<file path="src/rtl/sockit_i2c_slave.sv">
`default_nettype none
// ============================================================================
// Module   : sockit_i2c_slave
// Brief    : I2C target with 7-bit address match, byte-stream rx/tx ports,
//            open-drain enables and optional SCL stretching on empty tx.
// Revision : 1.0 - initial release
// ============================================================================
module sockit_i2c_slave #(
   parameter logic [6:0] ADR     = 7'h2a,
   parameter logic       STRETCH = 1'b1
) (
   input  logic       clk,
   input  logic       rst,
   input  logic       scl_i,
   input  logic       sda_i,
   output logic       scl_e,
   output logic       sda_e,
   output logic [7:0] rx_data,
   output logic       rx_valid,
   input  logic       rx_ready,
   input  logic [7:0] tx_data,
   input  logic       tx_valid,
   output logic       tx_ready,
   output logic       busy
);

   typedef enum logic [2:0] {
      S_IDLE     = 3'd0,
      S_ADDR     = 3'd1,
      S_ADDR_ACK = 3'd2,
      S_WR_DATA  = 3'd3,
      S_WR_ACK   = 3'd4,
      S_RD_DATA  = 3'd5,
      S_RD_ACK   = 3'd6,
      S_IGNORE   = 3'd7
   } state_t;

   // Bit counter values used inside ACK states to track the ACK bit phases.
   localparam logic [3:0] c_cnt_last  = 4'd7;
   localparam logic [3:0] c_cnt_byte  = 4'd8;
   localparam logic [3:0] c_cnt_ack   = 4'd9;
   localparam logic [3:0] c_cnt_acked = 4'd10;

   logic       r_scl_s1, r_scl_s2, r_scl_h;
   logic       r_sda_s1, r_sda_s2, r_sda_h;

   state_t     r_state, w_state;
   logic [3:0] r_cnt, w_cnt;
   logic [7:0] r_shift, w_shift;
   logic       r_rw, w_rw;
   logic       r_ack, w_ack;
   logic       r_pend, w_pend;
   logic       r_sda_e, w_sda_e;
   logic       r_scl_e, w_scl_e;
   logic [7:0] r_rx_data, w_rx_data;
   logic       r_rx_valid, w_rx_valid;
   logic       r_tx_ready, w_tx_ready;
   logic       r_busy, w_busy;
   logic       w_load;

   logic       w_scl_rise, w_scl_fall, w_start, w_stop, w_rx_held;
   logic [7:0] w_shift_in;

   // Two-flop synchronizer plus one history flop per line; idle bus is high.
   always_ff @(posedge clk) begin
      if (rst) begin
         r_scl_s1 <= 1'b1;
         r_scl_s2 <= 1'b1;
         r_scl_h  <= 1'b1;
         r_sda_s1 <= 1'b1;
         r_sda_s2 <= 1'b1;
         r_sda_h  <= 1'b1;
      end else begin
         r_scl_s1 <= scl_i;
         r_scl_s2 <= r_scl_s1;
         r_scl_h  <= r_scl_s2;
         r_sda_s1 <= sda_i;
         r_sda_s2 <= r_sda_s1;
         r_sda_h  <= r_sda_s2;
      end
   end

   assign w_scl_rise = r_scl_s2 & ~r_scl_h;
   assign w_scl_fall = ~r_scl_s2 & r_scl_h;
   assign w_start    = r_scl_s2 & r_scl_h & r_sda_h & ~r_sda_s2;
   assign w_stop     = r_scl_s2 & r_scl_h & ~r_sda_h & r_sda_s2;
   assign w_shift_in = {r_shift[6:0], r_sda_s2};
   // rx_valid as seen after this cycle's consume; overflow is judged on it.
   assign w_rx_held  = r_rx_valid & ~rx_ready;

   // State register and all protocol registers.
   always_ff @(posedge clk) begin
      if (rst) begin
         r_state    <= S_IDLE;
         r_cnt      <= 4'd0;
         r_shift    <= 8'h00;
         r_rw       <= 1'b0;
         r_ack      <= 1'b0;
         r_pend     <= 1'b0;
         r_sda_e    <= 1'b0;
         r_scl_e    <= 1'b0;
         r_rx_data  <= 8'h00;
         r_rx_valid <= 1'b0;
         r_tx_ready <= 1'b0;
         r_busy     <= 1'b0;
      end else begin
         r_state    <= w_state;
         r_cnt      <= w_cnt;
         r_shift    <= w_shift;
         r_rw       <= w_rw;
         r_ack      <= w_ack;
         r_pend     <= w_pend;
         r_sda_e    <= w_sda_e;
         r_scl_e    <= w_scl_e;
         r_rx_data  <= w_rx_data;
         r_rx_valid <= w_rx_valid;
         r_tx_ready <= w_tx_ready;
         r_busy     <= w_busy;
      end
   end

   // Next-state logic; START/STOP override any bit-level activity.
   always_comb begin
      w_state    = r_state;
      w_cnt      = r_cnt;
      w_shift    = r_shift;
      w_rw       = r_rw;
      w_ack      = r_ack;
      w_pend     = r_pend;
      w_sda_e    = r_sda_e;
      w_scl_e    = r_scl_e;
      w_rx_data  = r_rx_data;
      w_rx_valid = w_rx_held;
      w_tx_ready = 1'b0;
      w_busy     = r_busy;
      w_load     = 1'b0;

      if (w_start) begin
         w_state = S_ADDR;
         w_cnt   = 4'd0;
         w_busy  = 1'b1;
         w_sda_e = 1'b0;
         w_scl_e = 1'b0;
         w_pend  = 1'b0;
      end else if (w_stop) begin
         w_state = S_IDLE;
         w_cnt   = 4'd0;
         w_busy  = 1'b0;
         w_sda_e = 1'b0;
         w_scl_e = 1'b0;
         w_pend  = 1'b0;
      end else begin
         case (r_state)
            S_ADDR: begin
               if (w_scl_rise) begin
                  w_shift = w_shift_in;
                  w_cnt   = r_cnt + 4'd1;
                  if (r_cnt == c_cnt_last) begin
                     w_rw = r_sda_s2;
                     if (r_shift[6:0] == ADR) begin
                        w_state = S_ADDR_ACK;
                        w_ack   = 1'b1;
                     end else begin
                        w_state = S_IGNORE;
                     end
                  end
               end
            end
            S_ADDR_ACK, S_WR_ACK: begin
               if (w_scl_fall) begin
                  if (r_cnt == c_cnt_byte) begin
                     w_sda_e = r_ack;
                     w_cnt   = c_cnt_ack;
                  end else begin
                     w_sda_e = 1'b0;
                     w_cnt   = 4'd0;
                     if ((r_state == S_ADDR_ACK) && r_rw) begin
                        w_state = S_RD_DATA;
                        w_load  = 1'b1;
                     end else begin
                        w_state = S_WR_DATA;
                     end
                  end
               end
            end
            S_WR_DATA: begin
               if (w_scl_rise) begin
                  w_shift = w_shift_in;
                  w_cnt   = r_cnt + 4'd1;
                  if (r_cnt == c_cnt_last) begin
                     w_state = S_WR_ACK;
                     w_ack   = ~w_rx_held;
                     if (!w_rx_held) begin
                        w_rx_data  = w_shift_in;
                        w_rx_valid = 1'b1;
                     end
                  end
               end
            end
            S_RD_DATA: begin
               if (r_pend) begin
                  // Stretching: SCL is held, so only tx_valid can move us on.
                  if (tx_valid) begin
                     w_shift    = tx_data;
                     w_tx_ready = 1'b1;
                     w_sda_e    = ~tx_data[7];
                     w_scl_e    = 1'b0;
                     w_pend     = 1'b0;
                  end
               end else if (w_scl_rise) begin
                  w_shift = w_shift_in;
                  w_cnt   = r_cnt + 4'd1;
                  if (r_cnt == c_cnt_last) begin
                     w_state = S_RD_ACK;
                  end
               end else if (w_scl_fall) begin
                  w_sda_e = ~r_shift[7];
               end
            end
            S_RD_ACK: begin
               if (w_scl_fall) begin
                  if (r_cnt == c_cnt_byte) begin
                     w_sda_e = 1'b0;
                     w_cnt   = c_cnt_ack;
                  end else if (r_cnt == c_cnt_acked) begin
                     w_state = S_RD_DATA;
                     w_cnt   = 4'd0;
                     w_load  = 1'b1;
                  end
               end else if (w_scl_rise && (r_cnt == c_cnt_ack)) begin
                  if (r_sda_s2) begin
                     w_state = S_IGNORE;
                  end else begin
                     w_cnt = c_cnt_acked;
                  end
               end
            end
            default: begin
            end
         endcase

         // Start of a read byte: take tx data, stretch, or fall back to 0xff.
         if (w_load) begin
            if (tx_valid) begin
               w_shift    = tx_data;
               w_tx_ready = 1'b1;
               w_sda_e    = ~tx_data[7];
            end else if (STRETCH) begin
               w_scl_e = 1'b1;
               w_pend  = 1'b1;
               w_sda_e = 1'b0;
            end else begin
               w_shift = 8'hff;
               w_sda_e = 1'b0;
            end
         end
      end
   end

   assign scl_e    = r_scl_e;
   assign sda_e    = r_sda_e;
   assign rx_data  = r_rx_data;
   assign rx_valid = r_rx_valid;
   assign tx_ready = r_tx_ready;
   assign busy     = r_busy;

endmodule
`default_nettype wire

</file>
<file path="config.mk">
export PLATFORM = sky130hd
export DESIGN_NAME = sockit_i2c_slave
export DESIGN_NICKNAME = d
export VERILOG_FILES = /design/src/rtl/sockit_i2c_slave.sv
export SDC_FILE = /design/constraint.sdc
export NUM_CORES = 1
export LEC_CHECK = 0
export CORE_MARGIN = 2
export CORE_UTILIZATION = 55
export DETAILED_ROUTE_END_ITERATION = 8
export HOLD_SLACK_MARGIN = 0.12
export PLACE_DENSITY = 0.81
export SLEW_MARGIN = 20
export SYNTH_ARGS = -nofsm -noshare
export SYNTH_HDL_FRONTEND = slang
export SYNTH_SLANG_ARGS = --single-unit
</file>
<file path="constraint.sdc">
create_clock -name clk -period 3.04 [get_ports clk]
set_input_delay 0.912 -clock clk [delete_from_list [all_inputs] [get_ports clk]]
set_output_delay 0.912 -clock clk [all_outputs]
set_load 0.1 [all_outputs]
</file>
==> qor.csv <==
metric,value,unit
routed_wl,5.004,mm
reg2reg_depth,8,
maxSlewViolCount,0,
cpMaxStageDelayCell,dfxtp_1,
r2r_end,r_shift[5]$_SDFFE_PP0P_,
die_y,66.66,um
required,3220,ps
drtIter0Drc,222,
final_nets,295,
whs_path_depth,1,
gp_congestion,0.9019,
crit_type,reg -> reg,
cts_tree,built,
worst_pin_slew,716.0,ps
seqPwrFrac,0.532,
clock_latency,290,ps
period_needed,2473,ps
drv_cap,0,
hold_ws,414.7,ps
place_hpwl,3.602,mm
leakage,0.0009768,uW
seqCellArea,740.7,sq um
hp-start,r_sda_s1$_SDFF_PP1_,
vdd_drop_max,0.3538,mV
grt_pass1_wl,8.500,mm
start_util,0.5811,
pwr-share-comb,0.110,
cts.sinks,37,
fp.dieW,66.66,um
path_delay_family,compound AO/OA/AOI/OAI gates,
max-slew-margin-rel,0.5195,
cp_cell_sequence,inv_1 > ha_1 > and3b_1 > a2111oi_4 > nand3_2 > and2_4 > o21a_1 > a221o_1,
syn_inst,254,
fill_cells,334,
grtUsageTotal,0.2510,
grt_start_max_net_pins,25,
dr.pass1.iters,4,
die-area,4444,sq um
htreeDepth,2,
portBuffers,26,
clock_path_buffers,2,
cp_num_buf_inv,1,
r2r_slack,570,ps
syn_nets,272,
cp.arrival,2660,ps
worstSetupStartpointType,flip-flop,
slowest_delay,440,ps
fmax,0.4044,GHz
overflow,0,
power_density,384.1,nW/um^2
crit_path_max_fanout,6,
holdCritPathClass,reg -> reg,
finalCritPeriodShare,0.8135,
cts_root_buffer,clkbuf_8,
top_level_ports,27,
fin_util,0.6660,
final_common_cell,dfxtp_1,
post_cts_buffers,0,
synth_seq_cells,37,
multi_input_area,1285,sq um
synth_area,2160,sq um
row_count,22,
setup_violations,0,
vias_per_cell,6.110,
cts_hold_buf,0,
synthToLayoutAreaGrowth,14.60,%
rsz0062_at_grt,false,
p_switching,253.3,uW
synthFlopType,dfxtp_1,
synth_edf_count,0,
syn_area_per_cell,8.502,sq um
hold_viol_final,0,
p_int,697.4,uW
skew,3.427,ps
r2r_start,r_cnt[0]$_SDFFE_PP0P_,
ys_warn_count,0,
drive_gt1_frac,0.1655,
grt_pass1_vias,1823,
diodes,0,
async_flop_share,0,
cts.repair.resized,0,
final_antenna_net_count,0,
wl_per_cell,15.35,um
layout_common_cells,"dfxtp_1, nor2_1, buf_4",
antenna_found_initial,0,
worstHoldEndpoint,r_sda_s2$_SDFF_PP1_,
path_clk_slew,80,ps
core-area,3716,sq um
cts_buffers,5,
synthDistinctLibCells,63,
pwr-share-clk,0.358,
vias,1992,
timing.setup.tns,0,ps
yosysSeqAreaShare,0.3430,
status,finished clean,
endpoint_kind,flip-flop,
drc,0,
swShare,0.2664,
[stage by stage]
| stage | instances | area, sq um | total power [uW] | setup WS, ps |
|---|---|---|---|---|
| 5_1_grt | 326 | 2475 | 984.6 | 388.6 |
| 2_1_floorplan | 254 | 2160 | 585.4 | 786.9 |
| 3_5_place_dp | 318 | 2389 | 620.6 | 383.5 |
| 4_1_cts | 326 | 2475 | 957.1 | 572.2 |
| 3_3_place_gp | 318 | 2389 | 619.7 | 412.0 |
| 6_report | 326 | 2475 | 950.6 | 567.0 |
[final cells by class]
class	count	share of cell area
clock buffers	5	0.02781
clock inverters	3	0.007078
flip-flops and latches	37	0.2993
inverters	4	0.006067
well taps	48	0.02427
multi-input cells	195	0.5192
repair buffers	34	0.1163
[routing by layer]
| layer | GRT usage | vias up | share of wire |
|---|---|---|---|
| met4 | 0.09694 | 0 | 0.019 |
| met1 | 0.3260 | 932 | 0.45 |
| li1 | - | 977 | - |
| met2 | 0.4088 | 74 | 0.47 |
| met5 | 0 | - | 0 |
| met3 | 0.04899 | 9 | 0.057 |
[Yosys cell counts (5+ instances only)]
cell type,number,area (sq um)
dfxtp_1,37,740.7
nor2_1,28,105.1
nand2_1,20,75.07
a21oi_1,16,80.08
mux2i_1,13,130.1
clkbuf_1,10,37.54
a211oi_1,6,45.04
o21ai_0,6,30.03
or2_2,6,37.54
nand2b_1,5,31.28
nand3_1,5,25.02
nor2b_1,5,31.28
nor3_1,5,25.02
o211ai_1,5,37.54
[power by group through the flow]
stage	logic [uW]	clock network, uW	registers [uW]
2_1_floorplan	69.4	0	516
3_3_place_gp	103	0	517
3_5_place_dp	103	0	517
4_1_cts	105	347	506
5_1_grt	115	363	507
6_report	104	340	506
[state kept, by name, summed over array words and instances, names as in the netlist, 3 cells and up]
name / cells
r_shift: 8
rx_data: 8
r_cnt: 4
r_state: 3
[logic make-up (layout without fill, tap and decap cells)]
family	after synthesis	count (layout)	synth area share
and+or+nand+nor	103	103	0.2572
AOI/OAI and AO/OA	72	72	0.2416
DFF	37	37	0.3430
buffers and inverters	22	46	0.06199
muxes	13	13	0.06025
adders and majority gates	5	5	0.02781
xor gates and xnor gates	2	2	0.008113
[how the worst max path moves through the flow]
stage	slack (ps)	start	end	depth (start not counted)
floorplan	790	rst	r_shift[0]$_SDFFE_PP0P_	5
global placement	410	tx_valid	r_shift[6]$_SDFFE_PP0P_	7
detailed placement	380	tx_valid	r_shift[5]$_SDFFE_PP0P_	7
CTS	570	r_cnt[0]$_SDFFE_PP0P_	r_shift[5]$_SDFFE_PP0P_	8
global route	390	r_cnt[0]$_SDFFE_PP0P_	r_shift[5]$_SDFFE_PP0P_	8
finish	570	r_cnt[0]$_SDFFE_PP0P_	r_shift[5]$_SDFFE_PP0P_	8
(Power assumes the default switching activity.)
